==> config.mk <==
export PLATFORM = sky130hd
export DESIGN_NAME = enemy_spawner_flat
export DESIGN_NICKNAME = d
export VERILOG_FILES = /design/src/rtl/enemy_spawner_if.sv /design/src/rtl/enemy_spawner.sv /design/src/flat_wrapper.sv
export SDC_FILE = /design/constraint.sdc
export NUM_CORES = 1
export LEC_CHECK = 0
export ABC_AREA = 1
export ABC_CLOCK_PERIOD_IN_PS = 5320
export CORE_AREA = 2 2 133 135
export CTS_CLUSTER_DIAMETER = 200
export DETAILED_ROUTE_END_ITERATION = 8
export DIE_AREA = 0 0 135 137
export PLACE_DENSITY_LB_ADDON = 0.15
export SKIP_CTS_REPAIR_TIMING = 1
export SLEW_MARGIN = 5
export SYNTH_ARGS = -nofsm -noshare
export SYNTH_HDL_FRONTEND = slang
export SYNTH_SLANG_ARGS = --single-unit
==> constraint.sdc <==
create_clock -name clk -period 5.32 [get_ports clk]
set_input_delay 1.596 -clock clk [delete_from_list [all_inputs] [get_ports clk]]
set_output_delay 1.596 -clock clk [all_outputs]
set_load 0.01 [all_outputs]
==> src/rtl/enemy_spawner_if.sv <==
// Bundle between the enemy spawner and its surroundings (game control, y counters,
// collision unit).
//   start        game control -> spawner   one-cycle new-game pulse
//   run          game control -> spawner   spawn timer enable
//   touch_edge   y counters   -> spawner   per-slot "at bottom edge" level
//   des          collision    -> spawner   per-slot destroyed strobe
//   c_en         spawner -> y counters     per-slot active flag
//   x_out        spawner -> renderer       packed x coordinates, slot i at [8i+7:8i]
//   spawn_pulse  spawner -> *              one-cycle pulse when a slot is filled
//   lives        spawner -> *              remaining lives
//   game_over    spawner -> *              high while lives are 0
interface enemy_spawner_if;
  logic        start;
  logic        run;
  logic [9:0]  touch_edge;
  logic [9:0]  des;
  logic [9:0]  c_en;
  logic [79:0] x_out;
  logic        spawn_pulse;
  logic [1:0]  lives;
  logic        game_over;

  modport master (
    output start, run, touch_edge, des,
    input  c_en, x_out, spawn_pulse, lives, game_over
  );

  modport slave (
    input  start, run, touch_edge, des,
    output c_en, x_out, spawn_pulse, lives, game_over
  );
endinterface

==> src/rtl/enemy_spawner.sv <==
// Enemy slot manager. Spawns an enemy into the lowest free of 10 slots every
// SPAWN_PERIOD cycles of run time, gives it a pseudo-random x coordinate, frees a slot
// when its enemy is destroyed or first touches the bottom edge, and counts escapes
// against a lives budget.
// Ports:
//   clk    system clock, rising edge
//   reset  asynchronous, active-high reset
//   bus    enemy_spawner_if.slave (start/run/touch_edge/des in; c_en/x_out/
//          spawn_pulse/lives/game_over out, all registered)
module enemy_spawner #(
  parameter int unsigned SPAWN_PERIOD = 50000000,
  parameter int unsigned X_MAX        = 152,
  parameter int unsigned START_LIVES  = 3
) (
  input logic             clk,
  input logic             reset,
  enemy_spawner_if.slave  bus
);

  localparam int unsigned TimerW = (SPAWN_PERIOD > 1) ? $clog2(SPAWN_PERIOD) : 1;
  localparam logic [TimerW-1:0] TimerLast = TimerW'(SPAWN_PERIOD - 1);
  localparam logic [1:0] LivesInit = 2'(START_LIVES);
  localparam logic [7:0] XMax = 8'(X_MAX);
  localparam logic [7:0] XWrap = 8'(X_MAX + 1);

  logic [TimerW-1:0] timer_q, timer_d;
  logic [7:0]        lfsr_q, lfsr_d;
  logic [9:0]        touch_q;
  logic [9:0]        c_en_q, c_en_d;
  logic [9:0][7:0]   x_q, x_d;
  logic              pulse_q, pulse_d;
  logic [1:0]        lives_q, lives_d;
  logic              game_over_q, game_over_d;

  logic [7:0] xr;
  logic       timer_en;
  logic       spawn_req;
  logic [9:0] touch_rise;
  logic [9:0] release_v;
  logic [9:0] escape;
  logic [3:0] esc_cnt;
  logic [1:0] lives_after;
  logic [9:0] spawn_oh;
  logic       end_game;

  always_comb begin
    // Taps 8,6,5,4 (bits 7,5,4,3); a nonzero seed never reaches the all-zero state.
    lfsr_d = {lfsr_q[6:0], lfsr_q[7] ^ lfsr_q[5] ^ lfsr_q[4] ^ lfsr_q[3]};
    xr     = (lfsr_q <= XMax) ? lfsr_q : lfsr_q - XWrap;

    timer_en  = bus.run && !game_over_q;
    spawn_req = timer_en && (timer_q == TimerLast);
    timer_d   = timer_q;
    if (timer_en) begin
      timer_d = spawn_req ? '0 : timer_q + 1'b1;
    end

    // Only the rising edge of touch_edge counts; the y counter parks at the edge.
    touch_rise = bus.touch_edge & ~touch_q;
    release_v  = c_en_q & (bus.des | touch_rise);
    escape     = c_en_q & touch_rise & ~bus.des;

    esc_cnt = '0;
    for (int i = 0; i < 10; i++) begin
      esc_cnt = esc_cnt + 4'(escape[i]);
    end
    lives_after = ({2'b00, lives_q} <= esc_cnt) ? 2'b00 : lives_q - esc_cnt[1:0];
    end_game    = (lives_q != 2'b00) && (lives_after == 2'b00);

    // Lowest free slot of the pre-update c_en, so a slot being released is not reused
    // in the same cycle.
    spawn_oh = '0;
    for (int i = 9; i >= 0; i--) begin
      if (!c_en_q[i]) spawn_oh = 10'b1 << i;
    end
    if (!spawn_req) spawn_oh = '0;

    c_en_d      = (c_en_q & ~release_v) | spawn_oh;
    pulse_d     = |spawn_oh;
    lives_d     = lives_after;
    game_over_d = game_over_q;
    x_d         = x_q;
    for (int i = 0; i < 10; i++) begin
      if (spawn_oh[i]) x_d[i] = xr;
    end

    if (end_game) begin
      c_en_d      = '0;
      pulse_d     = 1'b0;
      game_over_d = 1'b1;
      x_d         = x_q;
    end

    if (bus.start) begin
      lives_d     = LivesInit;
      game_over_d = 1'b0;
      c_en_d      = '0;
      timer_d     = '0;
      pulse_d     = 1'b0;
      x_d         = x_q;
    end
  end

  always_ff @(posedge clk or posedge reset) begin
    if (reset) begin
      timer_q     <= '0;
      lfsr_q      <= 8'hA5;
      touch_q     <= '0;
      c_en_q      <= '0;
      x_q         <= '0;
      pulse_q     <= 1'b0;
      lives_q     <= LivesInit;
      game_over_q <= 1'b0;
    end else begin
      timer_q     <= timer_d;
      lfsr_q      <= lfsr_d;
      touch_q     <= bus.touch_edge;
      c_en_q      <= c_en_d;
      x_q         <= x_d;
      pulse_q     <= pulse_d;
      lives_q     <= lives_d;
      game_over_q <= game_over_d;
    end
  end

  assign bus.c_en        = c_en_q;
  assign bus.x_out       = x_q;
  assign bus.spawn_pulse = pulse_q;
  assign bus.lives       = lives_q;
  assign bus.game_over   = game_over_q;

endmodule

==> src/flat_wrapper.sv <==
// flat-port wrapper written by rule: the top's interface ports become plain ports
module enemy_spawner_flat 
#(
  parameter int unsigned SPAWN_PERIOD = 50000000,
  parameter int unsigned X_MAX        = 152,
  parameter int unsigned START_LIVES  = 3
)
  (clk, reset, bus_start, bus_run, bus_touch_edge, bus_des, bus_c_en, bus_x_out, bus_spawn_pulse, bus_lives, bus_game_over);
  enemy_spawner_if bus_i ();
  input logic clk;
  input logic reset;
  input wire logic [$bits(bus_i.start)-1:0] bus_start;
  input wire logic [$bits(bus_i.run)-1:0] bus_run;
  input wire logic [$bits(bus_i.touch_edge)-1:0] bus_touch_edge;
  input wire logic [$bits(bus_i.des)-1:0] bus_des;
  output wire logic [$bits(bus_i.c_en)-1:0] bus_c_en;
  output wire logic [$bits(bus_i.x_out)-1:0] bus_x_out;
  output wire logic [$bits(bus_i.spawn_pulse)-1:0] bus_spawn_pulse;
  output wire logic [$bits(bus_i.lives)-1:0] bus_lives;
  output wire logic [$bits(bus_i.game_over)-1:0] bus_game_over;
  assign bus_i.start = bus_start;
  assign bus_i.run = bus_run;
  assign bus_i.touch_edge = bus_touch_edge;
  assign bus_i.des = bus_des;
  assign bus_c_en = bus_i.c_en;
  assign bus_x_out = bus_i.x_out;
  assign bus_spawn_pulse = bus_i.spawn_pulse;
  assign bus_lives = bus_i.lives;
  assign bus_game_over = bus_i.game_over;
  enemy_spawner #(.SPAWN_PERIOD(SPAWN_PERIOD), .X_MAX(X_MAX), .START_LIVES(START_LIVES)) u_core (.clk(clk), .reset(reset), .bus(bus_i));
endmodule
==> metrics.yaml <==
status: "complete, but fails checks"
violations: "setup timing"
drive_gt1_share_pct: 18.00
htree_levels: 4
syn_nets: 855
ys_warn_count: 0
drt-pass1-iter-count: 5
synth.area.mux_share_pct: 0
seqPwrFrac_pct: 47.5
maxCapViolCount: 0
synthAdderAreaFrac_pct: 3.941
syn_area_per_cell_um2: 8.268
pwr-share-comb_pct: 3.8
synth_compound_area_share_pct: 3.551
fin_crit_sh_pct: 109.9
yosys.area.top_type: "dfrtp_1"
syn_area_um2: 6730
drtAntennaViolNets: 0
p_per_area_nw_per_um2: 240.2
worstPathRequired_ns: 5.63
crit_type: "in2reg"
layout_commonest_cell: "nand2_1"
rows: 48
dp_hpwl_um: 12420
worstPathMaxFanout: 7
yosysTopAreaCellShare_pct: 49.08
synth-xor-area-share_pct: 1.673
fmax_mhz: 171.0
ios: 118
ys_types: 41
final_cell_mix: "nand2_1, dfrtp_1, clkdlybuf4s50_1"
power.leakage_nw: 4.654
p_sw_share_pct: 23.86
synthFlopType: "dfrtp_1"
ir_worst_vdd_mv: 0.2248
cp-end-kind: "register"
area_growth_pct: 37.65
seq_area_frac_synth_pct: 51.42
grt_pass1_vias: 5524
relSlewSlack_pct: 50.19
async_reset_ff_share_pct: 100.0
drtIter0Drc: 351
crit_path_start_kind: "input pin"
overflow: 0
clk_pin_slew_ns: 0.06
core_um2: 17060
cts-root-buf: "clkbuf_16"
switchingPower_mw: 0.5310
syn_inst: 814
antenna_found_initial: 0
port_buffers: 117
drcViolationCount: 0
total_power_mw: 2.225
cp.arrival_ns: 6.16
synth_simple_gate_area_share_pct: 33.91
cts_num_sinks: 138
skew_ns: 0.01065
hold_viol: 0
grt_pass1_wl_um: 28950
tightest_slew_ns: 0.7471
slew_violations: 0
cts_tree: "done"
fillers: 1606
wl_per_cell_um: 15.09
rsz0062_at_grt: "true"
hp-class: "reg2reg"
grt_start_max_net_pins: 82
dp_cells: 1168
synth_top_family_by_area: "simple AND/OR/NAND/NOR gates"
ys_seq_elements: 138
fin_ws_ns: -0.5264
die_x_um: 135
grt_usage_pct: 20.33
routed_wl_um: 18320
setup_violations: 92
cts_buffer_depth: 2
die_h_um: 137
start_util_pct: 39.46
synth-edff-count: 0
gp_congestion: 0.8743
synth_area_leaders: "dfrtp_1, nand2_1, inv_1, nor2_1, dfstp_2"
nNetsFinal: 1018
num_vias: 5731
instances_no_fill: 1214
vias_per_cell: 4.721
post-route-min-period_ns: 5.846
internal_power_mw: 1.694
cts_made_buffers: 17
power_frac_clock_pct: 48.7
place_ws_ns: -1.261
clock_latency_ns: 0.42
dieArea_um2: 18500
num_antenna_cells: 0
[routing by layer]
metal	vias up	GRT usage, %	wire, um
met5	-	0	0
met4	0	5.440	216
met3	19	5.593	973
met2	137	31.47	8426
met1	2719	28.25	8701
li1	2856	-	-
[worst max-delay path, cell delays in order]
cell and delay [ns]:
buf_8 0.07, nand2_4 0.04, nor3_2 0.17, ha_1 0.27, fa_1 0.51, fa_1 0.52, fa_1 0.60, fa_2 0.23
inv_2 0.04, fa_1 0.51, inv_2 0.05, fa_2 0.54, inv_2 0.04, o211ai_1 0.16, nand2_1 0.13, nand2_4 0.14
buf_12 0.19, nor2_4 0.07, buf_4 0.14, nand2_1 0.06, nand2_1 0.06
[state kept, by name, indices dropped and copies added, names as in the netlist]
| signal | count |
|---|---|
| u_core.lfsr_q | 8 |
| u_core.timer_q | 26 |
| u_core.bus.c_en | 10 |
| u_core.touch_q | 10 |
| u_core.bus.spawn_pulse | 1 |
| u_core.bus.lives | 2 |
| u_core.bus.game_over | 1 |
| u_core.bus.x_out | 80 |
[stage by stage]
stage                     instance area [um2]  TNS (ns)  hold slack (ns)  utilization, %
after floorplan                          6771    -36.08           0.3747               -
after global placement                   8349    -96.26           0.3885           48.95
after detailed placement                 8349   -105.29           0.3977           48.95
after CTS                                8885    -65.91           0.4084           52.09
after global routing                     9264    -57.82           0.4138           54.31
final                                    9264    -38.34           0.4090           54.31
[power by group through the flow]
| stage | Combinational (mW) | Clock (mW) | Sequential [mW] |
|---|---|---|---|
| final | 0.0846 | 1.08 | 1.06 |
| after global routing | 0.0937 | 1.15 | 1.06 |
| after CTS | 0.0763 | 1.10 | 1.06 |
| after detailed placement | 0.0756 | 0 | 1.08 |
| after global placement | 0.0755 | 0 | 1.08 |
| after floorplan | 0.0372 | 0 | 1.08 |
[cell type report]
cell class	count	area [um2]	share of cell area [%]
Clock buffer	18	439.2	4.741
Multi-Input combinational cell	596	3172	34.24
Tap cell	225	281.5	3.039
Clock inverter	13	96.34	1.040
Sequential cell	138	3461	37.36
Timing Repair Buffer	143	1465	15.82
Inverter	81	349.1	3.768
[final timing paths]
check                                        to  slack [ns]               start  depth (start not counted)
max in group asynchronous      u_core.lfsr_q[2]        2.81               reset                          3
hold / removal                 u_core.lfsr_q[1]        0.41    u_core.lfsr_q[0]                          0
min in group asynchronous  u_core.bus.x_out[45]        1.70               reset                          2
setup reg to reg            u_core.bus.x_out[5]        0.25  u_core.bus.c_en[0]                         20
setup / recovery            u_core.bus.x_out[5]       -0.53   bus_touch_edge[1]                         21
hold reg to reg                u_core.lfsr_q[1]        0.41    u_core.lfsr_q[0]                          0
[kinds of logic after synthesis]
| logic type | count (synthesis) |
|---|---|
| AOI/OAI and AO/OA | 43 |
| xor gates and xnor gates | 12 |
| adders and majority gates | 17 |
| buffers and inverters | 86 |
| DFF | 138 |
| and+or+nand+nor | 518 |
[Yosys cell counts (2+ instances only)]
cell / number
a21oi_1: 19
buf_2: 2
dfrtp_1: 132
dfstp_2: 6
fa_1: 7
ha_1: 10
inv_1: 71
inv_2: 2
inv_4: 7
nand2_1: 365
nand2_4: 8
nand3_1: 25
nand3b_1: 2
nand4_1: 5
nor2_1: 71
nor2_2: 2
nor2_4: 4
nor2_8: 7
nor3_1: 20
nor3b_1: 2
nor3b_2: 2
o211ai_1: 3
o21ai_0: 14
o21ai_2: 2
xnor2_1: 3
xor2_1: 8
Power figures use the tool's default switching activity.
